File: src/rtl/imem_loader.sv
// rtl/imem_loader.sv - boot-time byte-stream loader for the processor instruction memory
//
// Receives a 16-bit big-endian word count followed by that many big-endian
// 32-bit words over a valid/ready byte link. Each assembled word is written to
// the instruction memory at consecutive addresses starting from 0. The
// processor is held in reset until the whole image has been written.
//
// Ports:
//   i_clock          single clock, all state updates on the rising edge
//   i_reset          synchronous, active-low reset (0 = reset)
//   i_in_valid       byte available on i_in_data
//   i_in_data        stream byte
//   o_in_ready       loader accepts the byte this cycle
//   o_mem_wen        memory write enable, one-cycle pulse per word
//   o_mem_addr       word address of the write
//   o_mem_data       word to write
//   o_cpu_reset      active-high processor reset, 1 until the load completes
//   o_load_done      sticky: image loaded
//   o_load_error     sticky: header count larger than DEPTH
//   o_words_loaded   number of words written so far

module imem_loader #(
    parameter int ADDR_WIDTH = 12,
    parameter int DEPTH      = 4096
) (
    input  logic                  i_clock,
    input  logic                  i_reset,
    input  logic                  i_in_valid,
    input  logic [7:0]            i_in_data,
    output logic                  o_in_ready,
    output logic                  o_mem_wen,
    output logic [ADDR_WIDTH-1:0] o_mem_addr,
    output logic [31:0]           o_mem_data,
    output logic                  o_cpu_reset,
    output logic                  o_load_done,
    output logic                  o_load_error,
    output logic [ADDR_WIDTH:0]   o_words_loaded
);

    typedef enum logic [2:0] {
        S_LEN_HI = 3'd0,
        S_LEN_LO = 3'd1,
        S_CHECK  = 3'd2,
        S_DATA   = 3'd3,
        S_WRITE  = 3'd4,
        S_DONE   = 3'd5,
        S_ERROR  = 3'd6
    } state_t;

    // One extra bit so that the unsigned count > DEPTH test cannot wrap.
    localparam logic [16:0] L_DEPTH = 17'(DEPTH);

    // Registered state
    state_t                r_state;
    logic [15:0]           r_count;
    logic [23:0]           r_word;        // first three bytes of the word in progress
    logic [1:0]            r_byte_idx;
    logic [ADDR_WIDTH:0]   r_word_idx;    // also serves as the words-loaded counter
    logic                  r_mem_wen;
    logic [ADDR_WIDTH-1:0] r_mem_addr;
    logic [31:0]           r_mem_data;
    logic                  r_cpu_reset;
    logic                  r_load_done;
    logic                  r_load_error;

    // Next-state values
    state_t                w_state_nxt;
    logic [15:0]           w_count_nxt;
    logic [23:0]           w_word_nxt;
    logic [1:0]            w_byte_idx_nxt;
    logic [ADDR_WIDTH:0]   w_word_idx_nxt;
    logic                  w_mem_wen_nxt;
    logic [ADDR_WIDTH-1:0] w_mem_addr_nxt;
    logic [31:0]           w_mem_data_nxt;
    logic                  w_cpu_reset_nxt;
    logic                  w_load_done_nxt;
    logic                  w_load_error_nxt;

    logic                  w_in_ready;
    logic                  w_accept;
    logic [ADDR_WIDTH:0]   w_word_idx_inc;

    // Ready is a pure state decode, forced low while reset is asserted so no
    // byte can be consumed by an aborted load.
    assign w_in_ready = i_reset && ((r_state == S_LEN_HI) ||
                                    (r_state == S_LEN_LO) ||
                                    (r_state == S_DATA));
    assign w_accept       = i_in_valid && w_in_ready;
    assign w_word_idx_inc = r_word_idx + {{ADDR_WIDTH{1'b0}}, 1'b1};

    always_comb begin
        w_state_nxt      = r_state;
        w_count_nxt      = r_count;
        w_word_nxt       = r_word;
        w_byte_idx_nxt   = r_byte_idx;
        w_word_idx_nxt   = r_word_idx;
        w_mem_wen_nxt    = 1'b0;
        w_mem_addr_nxt   = r_mem_addr;
        w_mem_data_nxt   = r_mem_data;
        w_cpu_reset_nxt  = r_cpu_reset;
        w_load_done_nxt  = r_load_done;
        w_load_error_nxt = r_load_error;

        case (r_state)
            S_LEN_HI: begin
                if (w_accept) begin
                    w_count_nxt = {i_in_data, r_count[7:0]};
                    w_state_nxt = S_LEN_LO;
                end
            end

            S_LEN_LO: begin
                if (w_accept) begin
                    w_count_nxt = {r_count[15:8], i_in_data};
                    w_state_nxt = S_CHECK;
                end
            end

            S_CHECK: begin
                if (r_count == 16'd0) begin
                    w_state_nxt     = S_DONE;
                    w_load_done_nxt = 1'b1;
                    w_cpu_reset_nxt = 1'b0;
                end else if ({1'b0, r_count} > L_DEPTH) begin
                    w_state_nxt      = S_ERROR;
                    w_load_error_nxt = 1'b1;
                end else begin
                    w_state_nxt = S_DATA;
                end
            end

            S_DATA: begin
                if (w_accept) begin
                    if (r_byte_idx == 2'd3) begin
                        // The write strobe is registered here so it is high for
                        // the whole WRITE cycle that follows the fourth byte.
                        w_mem_wen_nxt  = 1'b1;
                        w_mem_addr_nxt = r_word_idx[ADDR_WIDTH-1:0];
                        w_mem_data_nxt = {r_word, i_in_data};
                        w_byte_idx_nxt = 2'd0;
                        w_state_nxt    = S_WRITE;
                    end else begin
                        w_word_nxt     = {r_word[15:0], i_in_data};
                        w_byte_idx_nxt = r_byte_idx + 2'd1;
                    end
                end
            end

            S_WRITE: begin
                w_word_idx_nxt = w_word_idx_inc;
                if (16'(w_word_idx_inc) == r_count) begin
                    w_state_nxt     = S_DONE;
                    w_load_done_nxt = 1'b1;
                    w_cpu_reset_nxt = 1'b0;
                end else begin
                    w_state_nxt = S_DATA;
                end
            end

            S_DONE:  w_state_nxt = S_DONE;
            S_ERROR: w_state_nxt = S_ERROR;
            default: w_state_nxt = S_LEN_HI;
        endcase
    end

    always_ff @(posedge i_clock) begin
        if (!i_reset) begin
            r_state      <= S_LEN_HI;
            r_count      <= 16'd0;
            r_word       <= 24'd0;
            r_byte_idx   <= 2'd0;
            r_word_idx   <= '0;
            r_mem_wen    <= 1'b0;
            r_mem_addr   <= '0;
            r_mem_data   <= 32'd0;
            r_cpu_reset  <= 1'b1;
            r_load_done  <= 1'b0;
            r_load_error <= 1'b0;
        end else begin
            r_state      <= w_state_nxt;
            r_count      <= w_count_nxt;
            r_word       <= w_word_nxt;
            r_byte_idx   <= w_byte_idx_nxt;
            r_word_idx   <= w_word_idx_nxt;
            r_mem_wen    <= w_mem_wen_nxt;
            r_mem_addr   <= w_mem_addr_nxt;
            r_mem_data   <= w_mem_data_nxt;
            r_cpu_reset  <= w_cpu_reset_nxt;
            r_load_done  <= w_load_done_nxt;
            r_load_error <= w_load_error_nxt;
        end
    end

    assign o_in_ready     = w_in_ready;
    assign o_mem_wen      = r_mem_wen;
    assign o_mem_addr     = r_mem_addr;
    assign o_mem_data     = r_mem_data;
    assign o_cpu_reset    = r_cpu_reset;
    assign o_load_done    = r_load_done;
    assign o_load_error   = r_load_error;
    assign o_words_loaded = r_word_idx;

endmodule

File: config.mk
export PLATFORM = sky130hd
export DESIGN_NAME = imem_loader
export DESIGN_NICKNAME = d
export VERILOG_FILES = /design/src/rtl/imem_loader.sv
export SDC_FILE = /design/constraint.sdc
export NUM_CORES = 1
export LEC_CHECK = 0
export BUFFER_PORTS_ARGS = -buffer_cell sky130_fd_sc_hd__buf_4
export CORE_UTILIZATION = 40
export CTS_CLUSTER_DIAMETER = 60
export DETAILED_ROUTE_END_ITERATION = 10
export PLACE_DENSITY = 0.69
export SETUP_SLACK_MARGIN = 0.2
export SYNTH_ARGS = -nofsm -noshare
export SYNTH_HDL_FRONTEND = slang
export SYNTH_SLANG_ARGS = --single-unit
File: constraint.sdc
create_clock -name i_clock -period 4 [get_ports i_clock]
set_input_delay 0.6 -clock i_clock [delete_from_list [all_inputs] [get_ports i_clock]]
set_output_delay 0.6 -clock i_clock [all_outputs]
set_load 0.1 [all_outputs]
==> qor.yml, run 1 <==
outcome:
  status: "finished, final reports clean"
sta:
  rsz0062_at_grt: "false"
  slew_headroom_pct: 37.6
  slew_violations: 0
  setup-tns-final_ns: 0
  hold_viol_final: 0
  tightest_slew_ns: 0.936
  finClkSkew_ns: 0.00672
  setup_viol: 0
  post-route-period-util_pct: 60.9
  min_period_ns: 2.43
  fmax_mhz: 411
worst_setup_path:
  path_depth: 7
  slowest_stage: "dfxtp_1"
  critPathMaxFanout: 8
  worstPathArrival_ns: 2.67
  critPathKind: "flip-flop to flip-flop"
  reg2reg_slack_ns: 1.57
  cp_top_family: "simple AND/OR/NAND/NOR gates"
  crit_chain: "ha_1, nand3_1, or4_1, a21o_1, a32oi_1, nand3_2, o21a_1"
  crit_path_max_incr_delay_ns: 0.50
  critPathCaptureType: "flip-flop"
  path_buf_inv: 0
  r2r_start: "o_words_loaded[0]"
  r2r_cells: 7
  rr_endpoint: "o_cpu_reset"
  start_kind: "flip-flop"
  crit_required_ns: 4.24
grt:
  grt_pass1_wl_um: 17000
  met2_usage_pct: 29.1
  grt_use_met1_pct: 24.0
  met3_usage_pct: 4.59
  busiest_layer: "met2"
  grt_max_degree: 79
  antenna_found_initial: 0
  grt_pass1_vias: 3456
  overflow: 0
  grtUsageTotal_pct: 17.9
synthesis:
  synth_common_cells: "nand2_1, dfxtp_1, a21boi_0"
  synth_cells: 564
  synth_area_per_cell_um2: 8.31
  synth.area.top_cells: "dfxtp_1, a21boi_0, nand2_1, xnor2_1, nand3_1"
  yosysWarnings: 0
  async_reset_ff_share_pct: 0
  syn_area_um2: 4690
  synth.most_common_cell: "nand2_1"
  syn-num-nets: 577
  synth_area_leader_cell: "dfxtp_1"
  ys_seq_elements: 106
  synth_ff_type: "dfxtp_1"
  synth_seq_area_share_pct: 45.3
  ys_types: 48
  netlist.area_leader.share_pct: 45.3
  synth_edf_count: 0
floorplanning:
  core-area_um2: 11400
  die_h_um: 110
  fp.dieW_um: 110
  num_rows: 39
  initial_core_util_pct: 41.0
  io_pins: 73
  die_area_um2: 12200
clock_network:
  post-cts-setup-buffer-count: 0
  cts_tree: "built"
  cts_buffers: 9
  hold_buffers: 0
  ctsResizeCount: 0
  clockRootBuffer: "clkbuf_16"
  htree_levels: 3
  clk_latency_ns: 0.34
  clockBufferDepth: 2
  cts_sinks: 106
  clk_pin_slew_ns: 0.07
placement:
  hpwl_um: 7260
  place.gp.congestion: 0.881
  io_buffers: 72
final_layout:
  diodes: 0
  syn_to_final_growth_pct: 17.6
  nets: 623
  final_util_pct: 48.3
  drive_above_1_share_pct: 16.4
route:
  drt-pass1-iter-count: 4
  post-route-drc-count: 0
  avgViaCountPerCell: 5.12
  drtIter0Drc: 172
  num_vias: 3876
  ant_nets: 0
  wl_um: 10600
  wire_per_inst_um: 14.0
power_and_ir_drop:
  comb_power_share_pct: 5.7
  power_w: 0.00205
  p_leak_nw: 2.00
  swShare_pct: 22.5
  p_int_w: 0.00159
  pwr-share-seq_pct: 52.4
  vdd_ir_drop_max_uv: 240
  p_per_area_nw_per_um2: 373
  switching_power_w: 0.000462
  clkPwrFrac_pct: 41.9
min_path:
  whs_path_depth: 2
  worstHoldStart: "o_mem_addr[11]"
  hold_class: "flip-flop to flip-flop"
  worstHoldEndpoint: "o_mem_addr[11]"
flow_run:
  max-cap-violations: 0
metal layers:
metal | wire length (um) | part of all wire, % | vias to the layer above
met5 | 0 | 0 | -
met4 | 114 | 1.1 | 0
met3 | 537 | 5.1 | 12
met2 | 4780 | 45 | 101
met1 | 5200 | 49 | 1796
li1 | - | - | 1967
power groups by stage:
stage | registers, W | clock network, W | logic [W]
2_1_floorplan | 0.00110 | 0 | 0.0000856
3_3_place_gp | 0.00110 | 0 | 0.000113
3_5_place_dp | 0.00110 | 0 | 0.000115
4_1_cts | 0.00108 | 0.000880 | 0.000116
5_1_grt | 0.00108 | 0.000920 | 0.000128
6_report | 0.00108 | 0.000861 | 0.000116
kinds of logic after synthesis:
logic type                 after synthesis  share of synthesized area, %
AOI/OAI and AO/OA                      123                          18.9
xor gates and xnor gates                28                          5.23
adders and majority gates                2                         0.534
buffers and inverters                   46                          4.81
DFF                                    106                          45.3
and+or+nand+nor                        259                          25.3
flip-flops by register name, summed over array words and instances, names as in the netlist:
| register | cells |
|---|---|
| o_cpu_reset | 1 |
| r_word | 24 |
| o_mem_wen | 1 |
| o_mem_addr | 12 |
| o_mem_data | 32 |
| r_state | 3 |
| r_byte_idx | 2 |
| o_words_loaded | 13 |
| r_count | 16 |
| o_load_error | 1 |
| o_load_done | 1 |
layout by cell type (no fill, tap or decap), drive strengths merged, types with 10 or more instances in the layout:
| cell | Yosys | final |
|---|---|---|
| a21boi | 91 | 91 |
| buf | 17 | 75 |
| nand3 | 19 | 19 |
| xor2 | 10 | 10 |
| dfxtp | 106 | 106 |
| xnor2 | 18 | 18 |
| and2 | 13 | 13 |
| nand2b | 11 | 11 |
| nand2 | 171 | 171 |
| nor2 | 10 | 10 |
| o21ai | 13 | 13 |
| clkbuf | 23 | 10 |
layout make-up:
class | instances | area (um^2)
multi-input combinational | 412 | 2340
clock inverter | 5 | 56.3
timing repair buffer | 75 | 563
tap | 143 | 179
fill | 1139 | 5910
sequential | 106 | 2120
clock buffer | 10 | 229
inverter | 6 | 22.5
per-stage QoR:
| step | setup WS (ns) | cell area, um^2 | instances | hold WS [ns] |
|---|---|---|---|---|
| after floorplan | 0.321 | 4690 | 564 | 0.441 |
| after global placement | 1.60 | 5230 | 742 | 0.452 |
| after detailed placement | 1.54 | 5230 | 742 | 0.457 |
| after CTS | 1.57 | 5510 | 757 | 0.467 |
| after global routing | 1.39 | 5510 | 757 | 0.482 |
| final | 1.57 | 5510 | 757 | 0.461 |
worst max-delay path by stage:
stage                       from             end  slack, ns
2_1_floorplan            i_reset      o_in_ready       0.32
3_3_place_gp             i_reset  o_mem_data[22]       1.60
3_5_place_dp             i_reset   o_mem_addr[6]       1.54
4_1_cts        o_words_loaded[0]     o_cpu_reset       1.57
5_1_grt        o_words_loaded[0]     o_cpu_reset       1.39
6_report       o_words_loaded[0]     o_cpu_reset       1.57
worst register-to-register path: stages, from the launching register on:
cell and delay (ns):
dfxtp_1 0.50, ha_1 0.39, nand3_1 0.24, or4_1 0.47, a21o_1 0.17, a32oi_1 0.24
nand3_2 0.13, o21a_1 0.20
Note: power is estimated with default switching activity, not from simulation.
==> run 2, diff against run 1 <==
- PLACE_DENSITY: 0.69 -> 0.71
- clock period: 4 -> 2.14 ns (I/O delays scaled with it)
==> run 2 against run 1 <==
Against the previous run: highest routed layer unchanged; critical endpoint unchanged; routed wire length is 1.5% higher; hold slack worse by 0.20 ns; die area stayed put.
==> qor.yml, run 2 (same netlist as run 1, synthesis figures left out) <==
outcome:
  status: "finished, final reports clean"
power_and_ir_drop:
  clkPwrFrac_pct: 43.1
  swShare_pct: 25.5
  comb_power_share_pct: 5.7
  p_per_area_nw_per_um2: 684
  vdd_ir_drop_max_uv: 485
  switching_power_w: 0.00100
  pwr-share-seq_pct: 51.1
  p_leak_nw: 2.08
  p_int_w: 0.00292
worst_setup_path:
  worstPathArrival_ns: 2.12
  crit_required_ns: 2.38
  critPathKind: "flip-flop to flip-flop"
  start_kind: "flip-flop"
  cp-startpoint: "o_words_loaded[1]"
  critPathMaxFanout: 6
  r2r_start: "o_words_loaded[1]"
  critPathCaptureType: "flip-flop"
grt:
  grtUsageTotal_pct: 18.4
  grt_max_degree: 94
  antenna_found_initial: 0
  grt_pass1_vias: 3534
  grt_pass1_wl_um: 17500
  overflow: 0
floorplanning:
  initial_core_util_pct: 41.0
  fp.dieW_um: 110
  io_pins: 73
  num_rows: 39
  die_h_um: 110
  die_area_um2: 12200
  core-area_um2: 11400
final_layout:
  nets: 632
  register_area_um2: 2150
  multi_input_area_um2: 2400
  diodes: 0
  fillCellCount: 1108
  stdcell_count: 767
  syn_to_final_growth_pct: 22.2
  largest_register_ffs: 32
  final_cell_mix: "nand2_1, dfxtp_1, a21boi_0"
  final_common_cell: "nand2_1"
  drive_above_1_share_pct: 21.5
sta:
  setup-tns-final_ns: 0
  whs_ns: 0.261
  min_period_ns: 1.88
  post-route-period-util_pct: 87.7
  slew_violations: 0
  worst_slack_ns: 0.264
  finClkSkew_ns: 0.0138
  slew_headroom_pct: 53.0
  rsz0062_at_grt: "true"
  tightest_slew_ns: 0.705
  setup_viol: 0
  fmax_mhz: 533
  hold_viol_final: 0
clock_network:
  hold_buffers: 0
  clockBufferDepth: 2
  cts_buffers: 9
  clockRootBuffer: "clkbuf_16"
  cts_sinks: 106
  htree_levels: 3
  clk_latency_ns: 0.36
  clk_pin_slew_ns: 0.09
  cts_tree: "built"
route:
  avgViaCountPerCell: 5.08
  drtIter0Drc: 258
  num_vias: 3897
  post-route-drc-count: 0
  wire_per_inst_um: 14.1
  ant_nets: 0
  drt-pass1-iter-count: 4
  wl_um: 10800
placement:
  hpwl_um: 7450
  place.gp.congestion: 0.860
  pre_cts_slack_ns: 0.168
  dp_cells: 749
  io_buffers: 72
flow_run:
  max-cap-violations: 0
min_path:
  worstHoldStart: "i_in_data[6]"
  hold_class: "input pin to flip-flop"
-- run 2: cell types whose count changed in the layout (fill, tap and decap cells not counted), moves of 3 or more --
cell and change:
clkinv_8 +4, dfxtp_2 +6, buf_6 +3, buf_4 +5, dfxtp_4 +5, dfxtp_1 -11
-- run 2: what timing repair did --
item,4_1_cts,5_1_grt
setup endpoints to repair,2,40
buffers inserted,2,0
resized for setup,0,12
pin swaps,0,8
endpoints found under the hold margin,0,0
-- run 2: worst paths after layout --
check,slack [ns],depth (start not counted),to
setup / recovery,0.26,7,o_cpu_reset
hold / removal,0.26,3,o_mem_data[6]
setup reg to reg,0.26,7,o_cpu_reset
hold reg to reg,0.46,2,o_mem_data[28]
-- run 2: worst max-delay path, stage by stage, from the launching register on --
cell and delay, ns:
dfxtp_4 0.36, buf_6 0.12, and4_4 0.19, and3_4 0.20, a211o_1 0.29, nor4_4 0.28
nand3_2 0.13, o21a_1 0.20
-- run 2: final cells by class --
type | instances | area share (%)
multi-input cells | 412 | 42.0
flip-flops and latches | 106 | 37.5
repair buffers | 84 | 11.4
clock buffers | 9 | 3.93
well taps | 143 | 3.12
clock inverters | 7 | 1.64
inverters | 6 | 0.393
-- run 2: routing by layer --
| layer | wire (um) | track usage, % | vias to the layer above |
|---|---|---|---|
| li1 | - | - | 1979 |
| met1 | 5260 | 26.4 | 1822 |
| met2 | 4980 | 28.1 | 89 |
| met3 | 457 | 3.06 | 7 |
| met4 | 90 | 5.45 | 0 |
| met5 | 0 | 0 | - |
-- run 2: power groups by stage --
stage / Clock (W) / Sequential, W / Combinational (W)
floorplan: 0 / 0.00205 / 0.000161
global route: 0.00182 / 0.00201 / 0.000248
finish: 0.00169 / 0.00200 / 0.000225
CTS: 0.00173 / 0.00200 / 0.000221
global placement: 0 / 0.00205 / 0.000216
detailed placement: 0 / 0.00205 / 0.000220
-- run 2: stage by stage --
| step | power, W | util [%] | cell area [um^2] |
|---|---|---|---|
| final | 0.00392 | 50.2 | 5730 |
| after global routing | 0.00407 | 50.2 | 5730 |
| after CTS | 0.00396 | 49.7 | 5680 |
| after detailed placement | 0.00227 | 46.8 | 5340 |
| after global placement | 0.00227 | 46.8 | 5340 |
| after floorplan | 0.00221 | - | 4740 |
==> run 3, diff against run 2 <==
- ABC_AREA: not set -> 1
==> run 3 against run 2 <==
Against the previous run: clock power down 21%; routed wire length up 2.5%; global-route usage up 1.3 points; count of clock-buffer cells in the layout up 1; total power down 7.3%.
==> qor.yml, run 3 <==
sta:
  finClkSkew_ns: 0.0135
  slew_headroom_pct: 53.0
  slew_violations: 0
  tightest_slew_ns: 0.705
  post-route-period-util_pct: 88.4
  fmax_mhz: 529
  setup_viol: 0
  min_period_ns: 1.89
  rsz0062_at_grt: "true"
  hold_viol_final: 0
outcome:
  status: "finished, final reports clean"
floorplanning:
  die_h_um: 108
  core-area_um2: 10900
  fp.dieW_um: 108
  die_area_um2: 11700
  num_rows: 38
  io_pins: 73
  initial_core_util_pct: 41.3
placement:
  io_buffers: 72
  place.gp.congestion: 0.880
  dpl-instance-area_um2: 5160
  dp_cells: 805
  hpwl_um: 7550
synthesis:
  ys_types: 35
  synth_area_leader_cell: "dfxtp_1"
  yosysWarnings: 0
  syn-num-nets: 631
  netlist.area_leader.share_pct: 47.2
  synth.most_common_cell: "nor2_1"
  synth_common_cells: "nor2_1, dfxtp_1, o21ai_0"
  async_reset_ff_share_pct: 0
  synth_ff_type: "dfxtp_1"
  synth_edf_count: 0
  synth_area_per_cell_um2: 7.28
  synth_cells: 618
  ys_seq_elements: 106
  synth.area.top_cells: "dfxtp_1, nor2_1, o21ai_0, nand2_1, a21oi_1"
  synth_seq_area_share_pct: 47.2
  syn_area_um2: 4500
worst_setup_path:
  path_buf_inv: 1
  r2r_cells: 16
  critPathCaptureType: "flip-flop"
  critPathKind: "flip-flop to flip-flop"
  rr_endpoint: "o_cpu_reset"
  crit_path_max_incr_delay_ns: 0.40
  slowest_stage: "dfxtp_4"
  crit_required_ns: 2.39
  cp_top_family: "simple AND/OR/NAND/NOR gates"
  reg2reg_slack_ns: 0.25
  r2r_start: "o_words_loaded[1]"
  critical_path.most_common_cell: "nand2_1"
  worstPathArrival_ns: 2.14
  crit_chain: "ha_4, nand2_2, nor2_4, nand2_1, nand2_1, nand2_1, nand2_1, nand2_1, inv_1, nand2_1, nor2_1, nand3_1, nand2_2, o21ai_2, nand2_1, nand2_1"
  critPathMaxFanout: 8
  start_kind: "flip-flop"
route:
  drt-pass1-iter-count: 6
  wl_um: 11100
  wire_per_inst_um: 13.4
  post-route-drc-count: 0
  ant_nets: 0
  avgViaCountPerCell: 5.03
  num_vias: 4147
  drtIter0Drc: 282
clock_network:
  hold_buffers: 0
  clk_latency_ns: 0.38
  clockBufferDepth: 2
  cts_sinks: 106
  clockRootBuffer: "clkbuf_8"
  htree_levels: 3
  cts_buffers: 9
  clk_pin_slew_ns: 0.12
  cts_tree: "built"
power_and_ir_drop:
  comb_power_share_pct: 8.0
  vdd_ir_drop_max_uv: 362
  p_int_w: 0.00262
  pwr-share-seq_pct: 55.3
  clkPwrFrac_pct: 36.7
  power_w: 0.00363
  swShare_pct: 27.8
  switching_power_w: 0.00101
  p_per_area_nw_per_um2: 664
  p_leak_nw: 2.43
grt:
  grtUsageTotal_pct: 19.7
  overflow: 0
  grt_pass1_vias: 3807
  grt_pass1_wl_um: 18300
  antenna_found_initial: 0
  grt_max_degree: 91
min_path:
  worstHoldStart: "i_in_data[5]"
  whs_path_depth: 3
  worstHoldEndpoint: "r_word[5]"
  hold_class: "input pin to flip-flop"
final_layout:
  largest_register_ffs: 32
  nets: 693
  syn_to_final_growth_pct: 21.6
  final_cell_mix: "nor2_1, dfxtp_1, o21ai_0"
  diodes: 0
  stdcell_count: 825
  final_cell_area_um2: 5470
  final_common_cell: "nor2_1"
  drive_above_1_share_pct: 20.7
flow_run:
  max-cap-violations: 0
[run 3: area by class of cell]
type | count | area [um^2]
multi-input cells | 428 | 2100
flip-flops and latches | 106 | 2150
clock inverters | 6 | 67.6
clock buffers | 10 | 149
inverters | 56 | 230
well taps | 140 | 175
repair buffers | 79 | 597
fillers | 1071 | 5420
[run 3: what timing repair did]
| item | 4_1_cts | 5_1_grt |
|---|---|---|
| pin swaps | 0 | 9 |
| endpoints found under the hold margin | 0 | 0 |
| resized for setup | 1 | 16 |
| gates cloned | 0 | 1 |
| endpoints found under the setup margin | 2 | 29 |
| buffers inserted | 0 | 3 |
[run 3: tightest hold or removal path: cells and delay by family]
family | cells | cell delay (ns)
buffers and inverters | 1 | 0.11
AND/OR/NAND/NOR | 2 | 0.13
[run 3: through the flow]
stage	worst slack, ns	hold WS, ns	util, %	TNS (ns)
2_1_floorplan	-0.171	0.429	-	-7.47
3_5_place_dp	0.193	0.452	47.4	0
6_report	0.248	0.212	50.2	0
4_1_cts	0.237	0.202	49.4	0
3_3_place_gp	0.246	0.447	47.4	0
5_1_grt	0.0513	0.207	50.2	0
[run 3: logic make-up after synthesis]
kind of cell,share of synthesized area (%)
xor gates and xnor gates,1.14
AOI/OAI and AO/OA,16.7
buffers and inverters,7.96
and+or+nand+nor,26.5
adders and majority gates,0.556
DFF,47.2
[run 3: worst max path at each step]
stage                            from           to  slack, ns  depth (start not counted)
finish              o_words_loaded[1]  o_cpu_reset       0.25                         16
global route        o_words_loaded[1]  o_cpu_reset       0.05                         16
CTS                 o_words_loaded[0]  o_cpu_reset       0.24                         16
detailed placement  o_words_loaded[0]  o_cpu_reset       0.19                         13
global placement    o_words_loaded[0]  o_cpu_reset       0.25                         13
floorplan                     i_reset   r_word[16]      -0.17                         11
[run 3: routing by layer]
metal / global-route usage, % / vias to the layer above / part of all wire (%)
li1: - / 2129 / -
met1: 26.1 / 1896 / 47
met2: 32.1 / 105 / 47
met3: 3.68 / 17 / 4.7
met4: 6.46 / 0 / 1.4
met5: 0 / - / 0
[run 3: power groups by stage]
stage	Clock, W	Sequential, W	Combinational [W]
2_1_floorplan	0	0.00207	0.000193
3_3_place_gp	0	0.00205	0.000283
3_5_place_dp	0	0.00206	0.000286
4_1_cts	0.00136	0.00201	0.000288
5_1_grt	0.00144	0.00201	0.000326
6_report	0.00133	0.00201	0.000289
